===== config.mk =====
export PLATFORM = sky130hd
export DESIGN_NAME = wb_regfile
export DESIGN_NICKNAME = d
export VERILOG_FILES = /design/src/rtl/pipe_pkg.sv /design/src/rtl/fwd_mux.sv /design/src/rtl/wb_regfile.sv
export SDC_FILE = /design/constraint.sdc
export NUM_CORES = 2
export LEC_CHECK = 0
export BUFFER_PORTS_ARGS = -buffer_cell sky130_fd_sc_hd__buf_2
export CORE_MARGIN = 1
export CORE_UTILIZATION = 55
export CTS_CLUSTER_DIAMETER = 80
export DETAILED_ROUTE_END_ITERATION = 16
export GPL_ROUTABILITY_DRIVEN = 0
export PLACE_DENSITY = 0.86
export SLEW_MARGIN = 20
export SYNTH_ARGS = -nofsm -noshare
export SYNTH_HDL_FRONTEND = slang
export SYNTH_SLANG_ARGS = --single-unit

===== constraint.sdc =====
create_clock -name clk -period 1.95 [get_ports clk]
set_input_delay 0.0975 -clock clk [delete_from_list [all_inputs] [get_ports clk]]
set_output_delay 0.0975 -clock clk [all_outputs]
set_load 0.03 [all_outputs]

===== src/rtl/pipe_pkg.sv =====
// Shared pipeline constants and types for the 3-stage core.
// Used by the write-back/register-file block and the stage registers.
package pipe_pkg;

    localparam int DW       = 32;
    localparam int AW       = 5;
    localparam int NREG     = 2 ** AW;
    localparam int ZERO_IDX = 0;

    typedef logic [DW-1:0] word_t;
    typedef logic [AW-1:0] rsel_t;

endpackage


===== src/rtl/fwd_mux.sv =====
// Read-port priority select: hardwired zero, EX forward, WB bypass, then storage.
// Purely combinational; one instance per read port.
module fwd_mux
    import pipe_pkg::*;
#(
    parameter int DW       = pipe_pkg::DW,
    parameter int AW       = pipe_pkg::AW,
    parameter int ZERO_REG = 1
) (
    input  logic [AW-1:0] sel,
    input  logic          ex_en,
    input  logic [AW-1:0] ex_sel,
    input  logic [DW-1:0] ex_data,
    input  logic          wb_en,
    input  logic [AW-1:0] wb_sel,
    input  logic [DW-1:0] wb_data,
    input  logic [DW-1:0] mem_data,
    output logic [DW-1:0] data
);

    // NOTE: data gets a default before the priority chain so no path leaves it unassigned (no latch).
    always_comb begin
        data = mem_data;
        if (ZERO_REG != 0 && sel == AW'(ZERO_IDX)) begin
            data = '0;
        end else if (ex_en && ex_sel == sel) begin
            data = ex_data;
        end else if (wb_en && wb_sel == sel) begin
            data = wb_data;
        end
    end

endmodule


===== src/rtl/wb_regfile.sv =====
// Write-back stage: commits stage-3 results into the register file, serves two
// forwarded read ports to decode, and counts retired write-backs.
module wb_regfile
    import pipe_pkg::*;
#(
    parameter int DW       = pipe_pkg::DW,
    parameter int AW       = pipe_pkg::AW,
    parameter int ZERO_REG = 1,
    parameter int CW       = 16
) (
    input  logic          clk,
    input  logic          rst,
    input  logic [DW-1:0] wb_data,
    input  logic [AW-1:0] wb_sel,
    input  logic          wb_en,
    input  logic [DW-1:0] ex_data,
    input  logic [AW-1:0] ex_sel,
    input  logic          ex_en,
    input  logic [AW-1:0] ra_sel,
    input  logic [AW-1:0] rb_sel,
    output logic [DW-1:0] ra_data,
    output logic [DW-1:0] rb_data,
    output logic [CW-1:0] retire_cnt
);

    localparam int N = 2 ** AW;

    logic [DW-1:0] mem [N];
    logic [DW-1:0] ra_fwd;
    logic [DW-1:0] rb_fwd;

    // NOTE: the whole array is reset because software relies on every register
    // reading zero after reset; this forces flops rather than a RAM macro.
    // NOTE: sequential state uses non-blocking assignments only.
    always_ff @(posedge clk) begin
        if (rst) begin
            for (int i = 0; i < N; i++) begin
                mem[i] <= '0;
            end
            retire_cnt <= '0;
        end else if (wb_en) begin
            retire_cnt <= retire_cnt + CW'(1);
            if (ZERO_REG == 0 || wb_sel != AW'(ZERO_IDX)) begin
                mem[wb_sel] <= wb_data;
            end
        end
    end

    fwd_mux #(.DW(DW), .AW(AW), .ZERO_REG(ZERO_REG)) u_fwd_a (
        .sel      (ra_sel),
        .ex_en    (ex_en),
        .ex_sel   (ex_sel),
        .ex_data  (ex_data),
        .wb_en    (wb_en),
        .wb_sel   (wb_sel),
        .wb_data  (wb_data),
        .mem_data (mem[ra_sel]),
        .data     (ra_fwd)
    );

    fwd_mux #(.DW(DW), .AW(AW), .ZERO_REG(ZERO_REG)) u_fwd_b (
        .sel      (rb_sel),
        .ex_en    (ex_en),
        .ex_sel   (ex_sel),
        .ex_data  (ex_data),
        .wb_en    (wb_en),
        .wb_sel   (wb_sel),
        .wb_data  (wb_data),
        .mem_data (mem[rb_sel]),
        .data     (rb_fwd)
    );

    // Reads are forced to zero during reset so decode never sees stale forwards.
    assign ra_data = rst ? '0 : ra_fwd;
    assign rb_data = rst ? '0 : rb_fwd;

endmodule

==> out/metrics.yaml <==
run_status:
  status: "finished, violations left"
  violations: "setup timing"
power_and_ir_drop:
  peakVddDrop_uv: 727
  power_per_cell_area_nw_per_um2: 813
  power.leakage_nw: 24.5
  power_frac_clock_pct: 36.1
  combPwrFrac_pct: 16.0
  finalPower_mw: 55.2
  p_sw_share_pct: 25.8
  internal-power_mw: 41.0
  pwr-share-seq_pct: 47.9
  p_switching_mw: 14.3
flow_run:
  drv_cap: 0
timing:
  slew_viol_final: 0
  worst_pin_slew_ps: 930
  clock_skew_ps: 4.97
  grt_setup_unrepaired: "yes"
  relSlewSlack_pct: 37.9
  hold_viol: 0
  post-route-period-util_pct: 142
  setup_slack_ps: -817
  max_freq_ghz: 0.361
  fin_crit_ps: 2770
  setup_viol_count_final: 64
  setup_tns_ps: -45430
worst_setup_path:
  path_class: "register to primary output"
  worstPathRequired_ps: 1850
  critical_path.startpoint_type: "register"
  worst-path-max-fanout: 2
  end_kind: "primary output"
  cp.arrival_ps: 2670
clock_network:
  cts_buffer_depth: 3
  postCtsSetupBuffers: 0
  clock-root-buffer: "clkbuf_16"
  cts_buffers: 103
  path_clk_slew_ps: 60
  htreeDepth: 3
  tritoncts: "yes"
  insertion_delay_ps: 690
  cts_sinks: 1040
yosys:
  yosys-top-cells-count: "1024 x edfxtp_1, 994 x and2_1, 512 x mux4_2"
  synth.area.top_cells: "edfxtp_1 54%, mux4_2 20%, and2_1 11%"
  synth_seq_cells: 1040
  synth.cell_area_um2: 56700
  synth_edf_count: 1024
  synth_top_area_cell: "edfxtp_1"
  ys.flop_type: "edfxtp_1"
  seq_area_frac_synth_pct: 54.8
  synthCells: 3771
  synth_top_area_share_pct: 54.3
  postSynth.asyncResetShare_pct: 0
  synth.most_common_cell: "edfxtp_1"
  synth.distinct_cells: 48
  ys_warn_count: 0
  synth_area_per_cell_um2: 15.0
finish:
  nets: 4226
  n_fill_cell: 6274
  seqCellArea_um2: 31100
  multi_input_area_um2: 25300
  final_cells: 5594
  drive_gt1_share_pct: 35.3
  syn_to_final_growth_pct: 19.9
floorplan:
  dieArea_um2: 104000
  ios: 168
  core_um2: 102000
  row_count: 117
  start_util_pct: 55.6
  die_w_um: 323
  die_h_um: 323
global_route:
  antenna_found_initial: 8
  grt.overflow.total: 0
  grt_pass1_wl_um: 273000
  grt_use_total_pct: 36.7
  grt_max_degree: 45
  grt_pass1_vias: 40900
detailed_routing:
  wl_per_cell_um: 33.9
  wl_um: 190000
  drtAntennaViolNets: 0
  vias: 39600
  drt_iter0_markers: 6261
  vias_per_cell: 7.08
  drc: 0
  drt_first_pass_iters: 6
placement:
  io_buffers: 167
  placed_cells: 5392
  place_worst_setup_slack_ps: -595
  dpl.hpwl_um: 121000
min_path:
  hp-class: "input port to register"
[metal layers]
metal | up-vias | wire (µm) | GRT usage (%) | share of wire [%]
met1 | 19500 | 57100 | 43.2 | 30
met5 | - | 69 | 0.556 | 0.036
li1 | 15200 | - | - | -
met4 | 2 | 15900 | 25.4 | 8.4
met3 | 1084 | 30100 | 13.0 | 16
met2 | 3862 | 86700 | 56.6 | 46
[layout by cell type (no fill, tap or decap), drive strengths merged, types with 63 or more instances in the layout]
cell type,Yosys,layout
o21ai,67,67
buf,140,618
mux4,514,514
o31ai,63,63
nand2,77,77
and2,995,995
clkbuf,267,130
edfxtp,1024,1024
nor2,106,106
mux2i,195,195
[registers in the layout, summed over array words and instances (netlist names)]
| signal | count |
|---|---|
| retire_cnt | 16 |
| mem | 1024 |
[worst max-delay path, cell delays in order (launching register included)]
cell and delay, ps:
edfxtp_1 430, mux4_2 490, mux4_2 540, o21ai_2 140
buf_4 140, o31ai_4 70, buf_6 160
[cells by family (layout without fill, tap and decap cells)]
kind of cell / Yosys count / in the layout / synth area share (%)
AO/OA/AOI/OAI: 327 / 327 / 4.31
XOR/XNOR: 31 / 31 / 0.479
adder cells (fa/ha/maj): 1 / 1 / 0.0221
buffers and inverters: 412 / 827 / 3.47
flip-flops: 1040 / 1040 / 54.8
multiplexers: 710 / 710 / 23.9
other: 1 / 41 / 0.00662
AND/OR/NAND/NOR: 1249 / 1249 / 13.0
[power by group through the flow]
stage	sequential, mW	clock, mW	combinational, mW
final	26.5	20.0	8.84
after CTS	26.4	19.8	8.48
after floorplan	26.6	0	4.86
after global routing	26.6	20.7	8.98
after global placement	26.7	0	7.83
after detailed placement	26.8	0	7.98
[metrics by stage]
stage	util (%)	cell area (µm²)	hold WS [ps]
2_1_floorplan	-	57700	296
3_3_place_gp	62.3	63600	474
3_5_place_dp	62.3	63600	492
4_1_cts	66.4	67800	0.104
5_1_grt	66.6	67900	4.65
6_report	66.6	68000	27.0
[path summary, 6_finish.rpt]
kind	slack (ps)	startpoint	to	cells after the start
setup / recovery	-820	mem[26][12]	rb_data[12]	6
hold reg to reg	500	retire_cnt[13]	retire_cnt[13]	2
hold / removal	30	rst	mem[0][14]	2
setup reg to reg	230	retire_cnt[0]	retire_cnt[14]	6
[what timing repair did]
action	CTS	global route
endpoints found under the hold margin	175	0
gates resized for setup	231	30
pin swaps	78	62
setup endpoints to repair	64	64
hold buffers	17	0
[area by class of cell]
type / instances / area share [%]
Clock buffer: 128 / 4.06
Antenna cell: 9 / 0.0331
Clock inverter: 57 / 0.788
Sequential cell: 1040 / 45.7
Multi-Input combinational cell: 2350 / 37.2
Tap cell: 1368 / 2.52
Inverter: 5 / 0.0276
Timing Repair Buffer: 637 / 9.67
Note: power is estimated with default switching activity, not from simulation.
